[src/rtl/sensor_multi_mef.sv]
// rtl/sensor_multi_mef.sv - multi-channel sensor request FSM with 2-byte UART reply and continuous mode
module sensor_multi_mef #(
    parameter int N_CH        = 8,
    parameter int ADDR_W      = 3,
    parameter int TIMEOUT_CYC = 2500000,
    parameter int PERIOD_CYC  = 100000000
) (
    input  logic                 clock,
    input  logic                 rst_n,
    input  logic                 cmd_valid,
    output logic                 cmd_ready,
    input  logic [3:0]           cmd_code,
    input  logic [ADDR_W-1:0]    cmd_addr,
    output logic [N_CH-1:0]      sens_start,
    input  logic [N_CH-1:0]      sens_done,
    input  logic [N_CH-1:0]      sens_error,
    input  logic [8*N_CH-1:0]    sens_temp,
    input  logic [8*N_CH-1:0]    sens_hum,
    output logic                 tx_start,
    output logic [7:0]           tx_byte,
    input  logic                 tx_busy,
    input  logic                 tx_done,
    output logic                 cont_active
);

    typedef enum logic [2:0] {IDLE, START, WAIT, LOAD0, SEND0, LOAD1, SEND1} state_t;

    state_t              state, next_state;
    logic [ADDR_W-1:0]   addr_q, cont_addr;
    logic [1:0]          op_q;
    logic                cont_req_q, internal_q, cont_kind, pending;
    logic [7:0]          resp_code, resp_data;
    logic [31:0]         tmo_cnt, per_cnt;

    logic [N_CH-1:0]     sel;
    logic                done_sel, err_sel;
    logic [7:0]          temp_sel, hum_sel;
    logic                cmd_fire, int_go, code_bad, addr_bad, is_stop, timeout, tick;
    logic [1:0]          cmd_op;

    always_comb begin
        sel      = N_CH'(1) << addr_q;
        done_sel = |(sens_done & sel);
        err_sel  = |(sens_error & sel);
        temp_sel = 8'h00;
        hum_sel  = 8'h00;
        for (int k = 0; k < N_CH; k++) begin
            if (32'(addr_q) == 32'(k)) begin
                temp_sel = sens_temp[8*k +: 8];
                hum_sel  = sens_hum[8*k +: 8];
            end
        end
    end

    // A pending periodic read steals the idle cycle only when no external command is offered
    assign cmd_ready = rst_n && (state == IDLE) && (cmd_valid || !pending);
    assign cmd_fire  = cmd_valid && cmd_ready;
    assign int_go    = (state == IDLE) && pending && !cmd_valid;
    assign code_bad  = cmd_code > 4'h5;
    assign is_stop   = cmd_code == 4'h5;
    assign addr_bad  = !(32'(cmd_addr) < 32'(N_CH));
    assign timeout   = tmo_cnt == 32'(TIMEOUT_CYC - 1);
    assign tick      = cont_active && (per_cnt == 32'(PERIOD_CYC - 1));

    always_comb begin
        case (cmd_code)
            4'h1, 4'h3: cmd_op = 2'd1;
            4'h2, 4'h4: cmd_op = 2'd2;
            default:    cmd_op = 2'd0;
        endcase
    end

    always_ff @(posedge clock or negedge rst_n) begin
        if (!rst_n) state <= IDLE;
        else        state <= next_state;
    end

    always_comb begin
        next_state = state;
        sens_start = '0;
        tx_start   = 1'b0;
        tx_byte    = 8'h00;
        case (state)
            IDLE: begin
                if (cmd_fire)
                    next_state = (code_bad || is_stop || addr_bad) ? LOAD0 : START;
                else if (int_go)
                    next_state = START;
            end
            START: begin
                sens_start = sel;
                next_state = WAIT;
            end
            WAIT:  if (done_sel || timeout) next_state = LOAD0;
            LOAD0: begin
                tx_byte = resp_code;
                if (!tx_busy) begin
                    tx_start   = 1'b1;
                    next_state = SEND0;
                end
            end
            SEND0: begin
                tx_byte = resp_code;
                if (tx_done) next_state = LOAD1;
            end
            LOAD1: begin
                tx_byte = resp_data;
                if (!tx_busy) begin
                    tx_start   = 1'b1;
                    next_state = SEND1;
                end
            end
            SEND1: begin
                tx_byte = resp_data;
                if (tx_done) next_state = IDLE;
            end
            default: next_state = IDLE;
        endcase
    end

    always_ff @(posedge clock or negedge rst_n) begin
        if (!rst_n) begin
            addr_q      <= '0;
            cont_addr   <= '0;
            op_q        <= 2'd0;
            cont_req_q  <= 1'b0;
            internal_q  <= 1'b0;
            cont_kind   <= 1'b0;
            cont_active <= 1'b0;
            pending     <= 1'b0;
            resp_code   <= 8'h00;
            resp_data   <= 8'h00;
            tmo_cnt     <= '0;
            per_cnt     <= '0;
        end else begin
            if (cont_active) begin
                per_cnt <= tick ? '0 : per_cnt + 32'd1;
                if (tick) pending <= 1'b1;
            end
            case (state)
                IDLE: begin
                    if (cmd_fire) begin
                        addr_q     <= cmd_addr;
                        op_q       <= cmd_op;
                        cont_req_q <= (cmd_code == 4'h3) || (cmd_code == 4'h4);
                        internal_q <= 1'b0;
                        resp_data  <= 8'h00;
                        if (code_bad || (!is_stop && addr_bad)) begin
                            resp_code <= 8'hFF;
                        end else if (is_stop) begin
                            resp_code   <= cont_active ? (cont_kind ? 8'h0B : 8'h0A) : 8'hFF;
                            cont_active <= 1'b0;
                            pending     <= 1'b0;
                            per_cnt     <= '0;
                        end
                    end else if (int_go) begin
                        addr_q     <= cont_addr;
                        op_q       <= cont_kind ? 2'd2 : 2'd1;
                        cont_req_q <= 1'b0;
                        internal_q <= 1'b1;
                        pending    <= tick;
                    end
                end
                START: tmo_cnt <= '0;
                WAIT: begin
                    tmo_cnt <= tmo_cnt + 32'd1;
                    if (done_sel && !err_sel) begin
                        resp_code <= {6'd0, op_q};
                        resp_data <= (op_q == 2'd1) ? temp_sel : (op_q == 2'd2) ? hum_sel : 8'h00;
                        if (cont_req_q) begin
                            cont_active <= 1'b1;
                            cont_addr   <= addr_q;
                            cont_kind   <= op_q == 2'd2;
                            per_cnt     <= '0;
                            pending     <= 1'b0;
                        end
                    end else if (done_sel || timeout) begin
                        resp_code <= 8'h1F;
                        resp_data <= 8'h00;
                        if (cont_req_q || internal_q) begin
                            cont_active <= 1'b0;
                            pending     <= 1'b0;
                            per_cnt     <= '0;
                        end
                    end
                end
                default: ;
            endcase
        end
    end

endmodule

[config.mk]
export PLATFORM = sky130hd
export DESIGN_NAME = sensor_multi_mef
export DESIGN_NICKNAME = d
export VERILOG_FILES = /design/src/rtl/sensor_multi_mef.sv
export SDC_FILE = /design/constraint.sdc
export NUM_CORES = 1
export LEC_CHECK = 0
export ABC_CLOCK_PERIOD_IN_PS = 3300
export CAP_MARGIN = 30
export CORE_MARGIN = 4
export CORE_UTILIZATION = 40
export DETAILED_ROUTE_END_ITERATION = 10
export HOLD_SLACK_MARGIN = 0.02
export PLACE_DENSITY = 0.76
export SYNTH_ARGS = -nofsm -noshare
export SYNTH_HDL_FRONTEND = slang
export SYNTH_SLANG_ARGS = --single-unit
[constraint.sdc]
create_clock -name clock -period 3.3 [get_ports clock]
set_input_delay 0.99 -clock clock [delete_from_list [all_inputs] [get_ports clock]]
set_output_delay 0.99 -clock clock [all_outputs]
set_load 0.02 [all_outputs]
==> flow_summary.json, run 1 <==
{
  "status": "complete, no violations",
  "crit_start": "tx_busy",
  "cp.required_ns": 2.31,
  "crit_path_end_kind": "primary output",
  "antenna_cells": 0,
  "setup_viol": 0,
  "met1_usage_pct": 29.2,
  "rsz0062_at_grt": "no",
  "placed_area_mm2": 0.00867,
  "cts_max_path_buffers": 2,
  "port_buffers": 174,
  "avgSynthCellArea_um2": 9.09,
  "grt_usage_pct": 23.3,
  "power_leakage_uw": 0.00353,
  "areaGrowthSynthToFinish_pct": 38.0,
  "p_per_area_mw_per_mm2": 670,
  "post-route-period-util_pct": 96.9,
  "max-vdd-ir-drop_mv": 0.437,
  "dieArea_mm2": 0.0184,
  "tightest_slew_ns": 0.714,
  "die_x_um": 136,
  "drt_iter0_drc": 449,
  "yosys.cell_types.count": 66,
  "cp_data_arrival_time_ns": 2.21,
  "grt_max_degree": 40,
  "ys_ff_latch": 93,
  "maxCapViolations": 0,
  "hp-class": "input port to async pin",
  "first_pass_iters": 5,
  "ys.warnings.count": 0,
  "whs_ns": 0.465,
  "grt.busiest_layer": "met2",
  "relSlewSlack_pct": 52.1,
  "cts.sinks": 93,
  "crit_top_cell": "clkdlybuf4s50_1",
  "gp_congestion": 0.905,
  "wire_per_inst_um": 18.7,
  "post-dp-hpwl_um": 16200,
  "drtAntennaViolNets": 0,
  "path_cells": "clkdlybuf4s50_1 > inv_1 > o211a_1 > clkdlybuf4s50_1",
  "synthCells": 717,
  "core-area_mm2": 0.0159,
  "cts_max_level": 3,
  "std_cell_rows": 46,
  "synth_edf_count": 0,
  "fmax_mhz": 313,
  "cts_tree": "done",
  "drive_gt1_share_pct": 11.2,
  "postCtsSetupRepairBufs": 0,
  "fin_crit_ns": 3.20,
  "nets": 1054,
  "root_buffer": "clkbuf_16",
  "clkTransAtPathRegs_ns": 0.06,
  "synth_ff_type": "dfrtp_1",
  "place_ws_ns": 0.0143,
  "syn-num-nets": 876,
  "critPathBufInv": 3,
  "cts_made_buffers": 9,
  "ios": 175,
  "r2r-start": "addr_q[1]",
  "synth_area_mm2": 0.00651,
  "start_kind": "input port",
  "vias_per_cell": 5.87,
  "stdcell_area_mm2": 0.00899,
  "routed_wl_um": 20900,
  "hold_buffers": 0,
  "final_max_slew_viol_count": 0,
  "grt_overflow": 0,
  "num_vias": 6549,
  "crit_type": "input port to primary output",
  "finClkSkew_ns": 0.00679,
  "grt_pass1_vias": 6683,
  "start_util_pct": 40.9,
  "grt_util_met3_pct": 4.64,
  "die_y_um": 136,
  "drcViolationCount": 0,
  "synth_async_sr_flop_share_pct": 100,
  "clock_latency_ns": 0.35,
  "setup_tns_ns": 0,
  "cp_max_fo": 2,
  "ys_seq_area_share_pct": 35.7,
  "cpPeakStageDelay_ns": 0.59,
  "path_delay_family": "buffers and inverters",
  "grt_pass1_wl_um": 34300,
  "crit_slowest_cell": "clkdlybuf4s50_1",
  "antenna_found_initial": 0,
  "fin_ws_ns": 0.101,
  "use_met2_pct": 40.2,
  "hold_viol_final": 0
}
==> worst register-to-register path, cell delays in order (launching register included) <==
cell	delay [ns]
dfrtp_2	0.60
buf_4	0.26
mux4_2	0.55
a222oi_1	0.40
buf_4	0.19
and2_1	0.13
o22ai_2	0.09
buf_12	0.18
a211oi_1	0.28
==> final timing paths <==
check / endpoint / slack, ns / depth (start not counted)
max in group asynchronous: tmo_cnt[21] / 1.60 / 3
setup reg to reg: per_cnt[4] / 0.52 / 8
hold reg to reg: tmo_cnt[31] / 0.51 / 1
hold / removal: state[2] / 0.46 / 1
min in group clock: tmo_cnt[31] / 0.51 / 1
setup / recovery: tx_start / 0.10 / 4
==> cell families (layout without fill, tap and decap cells) <==
group	after synthesis	count (layout)	synth area share (%)
adders and majority gates	3	3	0.576
muxes	56	56	11.6
and+or+nand+nor	243	243	20.0
DFF	93	93	35.7
AOI/OAI and AO/OA	216	216	23.3
buffers and inverters	74	257	4.49
xor gates and xnor gates	32	32	4.30
==> cells in the final DEF (no fill, tap or decap), types with 7 or more instances in the layout <==
| cell | netlist | final |
|---|---|---|
| clkdlybuf4s50_1 | 0 | 168 |
| dfrtp_1 | 93 | 89 |
| nand2_1 | 59 | 58 |
| buf_4 | 0 | 37 |
| nand3_1 | 35 | 35 |
| nor2_1 | 34 | 34 |
| a21oi_1 | 33 | 33 |
| a211oi_1 | 31 | 30 |
| o22ai_1 | 30 | 30 |
| o21ai_0 | 29 | 29 |
| mux2i_1 | 28 | 28 |
| inv_1 | 28 | 28 |
| nand4_1 | 27 | 27 |
| xor2_1 | 23 | 23 |
| o211ai_1 | 18 | 18 |
| nor3_1 | 14 | 14 |
| mux4_2 | 13 | 13 |
| o31ai_1 | 13 | 13 |
| mux2_2 | 12 | 12 |
| a22oi_1 | 12 | 12 |
| and3_1 | 11 | 11 |
| nand2b_1 | 9 | 9 |
| xnor2_1 | 9 | 9 |
| clkbuf_16 | 0 | 9 |
| nor2b_1 | 9 | 8 |
| o221ai_1 | 8 | 8 |
| and2_1 | 7 | 7 |
| nor4_1 | 8 | 7 |
| and4_1 | 7 | 7 |
==> registers in the layout (all words and copies together), names as in the netlist <==
signal       cells
op_q             2
cont_req_q       1
cont_active      1
per_cnt         32
tmo_cnt         32
addr_q           3
cont_addr        3
pending          1
resp_code        5
cont_kind        1
state            3
resp_data        8
internal_q       1
==> report_power, final <==
group | internal [uW] | switching [uW] | total (uW)
logic | 1540 | 1830 | 3370
clock network | 609 | 436 | 1050
registers | 1330 | 281 | 1610
total | 3480 | 2550 | 6030
==> repair_timing <==
| action | 4_1_cts | 5_1_grt |
|---|---|---|
| endpoints found under the setup margin | 7 | 11 |
| resized for setup | 3 | 6 |
| gates cloned | 0 | 0 |
==> metal layers <==
metal | vias up | wire [um]
li1 | 3123 | -
met1 | 3170 | 8680
met5 | - | 0
met3 | 30 | 1370
met4 | 0 | 479
met2 | 226 | 10400
==> synth_stat cells, drive strengths merged, types with 6 or more instances <==
library cell / instances / area share (%)
o21ai: 30 / 2.3
nor3: 15 / 1.2
nor2b: 9 / 0.86
o31ai: 13 / 1.5
a21oi: 33 / 2.5
and4: 7 / 0.94
nor4: 9 / 1.1
nand2b: 9 / 0.86
and3: 11 / 1.1
a221o: 6 / 0.92
nor2: 34 / 2.0
o22ai: 31 / 3.1
dfrtp: 93 / 36
inv: 28 / 1.6
o211ai: 18 / 2.1
xor2: 23 / 3.1
mux4: 13 / 4.5
nand4: 27 / 2.6
nand2: 59 / 3.4
o221ai: 8 / 1.1
a211oi: 33 / 4.2
buf: 18 / 1.2
xnor2: 9 / 1.2
nand3: 35 / 2.7
clkbuf: 27 / 1.6
and2: 8 / 0.77
a31oi: 6 / 0.58
a22oi: 12 / 1.4
mux2i: 28 / 4.3
mux2: 15 / 2.8
==> area by class of cell <==
| cell class | count | area, um^2 |
|---|---|---|
| fill | 1403 | 6950 |
| multi-input combinational | 550 | 3920 |
| sequential | 93 | 2330 |
| timing repair buffer | 212 | 2070 |
| tap | 216 | 270 |
| clock buffer | 13 | 250 |
| inverter | 29 | 109 |
| clock inverter | 3 | 45.0 |
==> per-stage QoR <==
step / util [%] / cells / power, uW
CTS: 56.3 / 1116 / 6030
detailed placement: 54.4 / 1100 / 4960
finish: 56.4 / 1116 / 6030
global route: 56.4 / 1116 / 6410
global placement: 54.4 / 1100 / 4880
floorplan: - / 717 / 3740
(Power assumes the default switching activity.)
==> run 2: changes to the inputs <==
- CTS_CLUSTER_SIZE: not set -> 8
==> results of run 2 <==
No change in the layout: final DEF, timing and power equal those of run 1.
==> run 3: changes to the inputs <==
- REMOVE_ABC_BUFFERS: not set -> 1
- SKIP_LAST_GASP: not set -> 1
==> flow_summary.json, run 3 (synthesis gave the netlist of run 1 again) <==
{
  "layout_common_cells": "clkdlybuf4s50_1, dfrtp_1, nand2_1",
  "seqCellArea_mm2": 0.00233,
  "first_pass_iters": 7,
  "setup_tns_ns": 0,
  "crit_path_end_kind": "primary output",
  "timing.rr.end": "per_cnt[8]",
  "utilization_pct": 56.4,
  "drt_iter0_drc": 467,
  "hp-class": "register to register",
  "post-route-period-util_pct": 97.9,
  "drtAntennaViolNets": 0,
  "max-vdd-ir-drop_mv": 0.503,
  "root_buffer": "clkbuf_16",
  "core-area_mm2": 0.0159,
  "clkTransAtPathRegs_ns": 0.06,
  "cpPeakStageDelay_ns": 0.68,
  "multiInputGateArea_mm2": 0.00392,
  "cts_made_buffers": 9,
  "post-dp-hpwl_um": 15700,
  "crit_slowest_cell": "clkdlybuf4s50_1",
  "setup_viol": 0,
  "crit_cells": 6,
  "cp_data_arrival_time_ns": 2.24,
  "crit_type": "register to primary output",
  "critPathBufInv": 4,
  "antenna_cells": 0,
  "grt_overflow": 0,
  "crit_start": "state[0]",
  "clock_latency_ns": 0.35,
  "place_ws_ns": -0.0290,
  "cp.required_ns": 2.31,
  "grt_max_degree": 63,
  "whs_ns": 0.489,
  "start_kind": "register",
  "cts_max_level": 3,
  "crit_end": "tx_byte[0]",
  "std_cell_rows": 46,
  "grt_pass1_vias": 6667,
  "rsz0062_at_grt": "yes",
  "tightest_slew_ns": 0.811,
  "path_delay_family": "buffers and inverters",
  "nets": 1056,
  "instances_no_fill": 1117,
  "postCtsSetupRepairBufs": 0,
  "wire_per_inst_um": 18.2,
  "place_inst": 1102,
  "fin_ws_ns": 0.0694,
  "dieArea_mm2": 0.0184,
  "cts.sinks": 93,
  "status": "complete, no violations",
  "die_x_um": 136,
  "layout.cells.most_common": "clkdlybuf4s50_1",
  "drive_gt1_share_pct": 11.2,
  "routed_wl_um": 20300,
  "hold_viol_final": 0,
  "vias_per_cell": 5.76,
  "relSlewSlack_pct": 45.9,
  "crit_top_cell": "buf_4",
  "cts_tree": "done",
  "top_regs": "per_cnt: 32 flops, tmo_cnt: 32 flops, resp_data: 8 flops",
  "nFillCells": 1412,
  "rrSetupSlack_ns": 0.60,
  "die_y_um": 136,
  "num_vias": 6431,
  "port_buffers": 174,
  "areaGrowthSynthToFinish_pct": 37.9,
  "final_max_slew_viol_count": 0,
  "grt_usage_pct": 22.1,
  "power_leakage_uw": 0.00355,
  "finClkSkew_ns": 0.00873,
  "fin_crit_ns": 3.23,
  "maxCapViolations": 0,
  "drcViolationCount": 0,
  "fmax_mhz": 310,
  "cp_max_fo": 9,
  "grt_pass1_wl_um": 32500,
  "reg2reg_depth": 8,
  "antenna_found_initial": 0,
  "ios": 175,
  "p_per_area_mw_per_mm2": 663,
  "start_util_pct": 40.9,
  "r2r-start": "addr_q[1]",
  "path_cells": "buf_4 > clkinv_1 > buf_4 > nand2_1 > o22ai_1 > clkdlybuf4s50_1",
  "cts_max_path_buffers": 2,
  "gp_congestion": 0.883
}
run 3: cell count changes in the layout (fill, tap and decap cells not counted):
cell | before | now
nor3_1 | 14 | 12
buf_12 | 3 | 2
nor2b_2 | 0 | 1
clkinvlp_4 | 2 | 0
nand2_2 | 1 | 0
dfrtp_1 | 89 | 90
nand2_1 | 58 | 59
clkinv_2 | 0 | 1
dfrtp_2 | 4 | 3
buf_4 | 37 | 39
nor3_2 | 1 | 3
nor2b_4 | 1 | 0
dlymetal6s2s_1 | 3 | 4
run 3: worst min-delay path by stage:
stage / cells past startpoint / start / to
after CTS: 1 / tmo_cnt[31] / tmo_cnt[31]
after global placement: 1 / tmo_cnt[31] / tmo_cnt[31]
after detailed placement: 1 / tmo_cnt[31] / tmo_cnt[31]
final: 1 / tmo_cnt[31] / tmo_cnt[31]
after floorplan: 1 / tmo_cnt[31] / tmo_cnt[31]
after global routing: 1 / tmo_cnt[31] / tmo_cnt[31]
run 3: cell type report:
class,instances,area share (%)
clock buffer,13,2.78
clock inverter,2,0.390
inverter,29,1.21
multi-input combinational,550,43.6
sequential,93,25.9
tap,216,3.01
timing repair buffer,214,23.1
run 3: where the power goes:
group	switching (uW)	internal, uW
Sequential	279	1330
Combinational	1800	1530
Clock	423	603
Total	2500	3460
run 3: worst register-to-register path: stages (launching register included):
cell,delay (ns)
dfrtp_2,0.57
buf_4,0.26
mux4_2,0.54
a222oi_1,0.38
buf_4,0.19
and2_1,0.13
o22ai_2,0.09
buf_12,0.18
a211oi_1,0.27
run 3: repair_timing:
item	in CTS	in global routing
hold buffers	0	0
hold endpoints to repair	0	0
resized for setup	2	7
endpoints found under the setup margin	2	14
run 3: through the flow:
stage / cell area (um^2) / power, uW
floorplan: 6330 / 3600
global placement: 8680 / 4880
detailed placement: 8680 / 4930
CTS: 8970 / 5960
global route: 8990 / 6320
finish: 8990 / 5960
run 3: routing by layer:
layer,part of all wire (%),global-route usage (%),up-vias
met2,54,41.8,210
met4,2.3,7.78,0
met1,38,24.4,3072
met5,0,0,-
li1,-,-,3115
met3,5.7,4.49,34
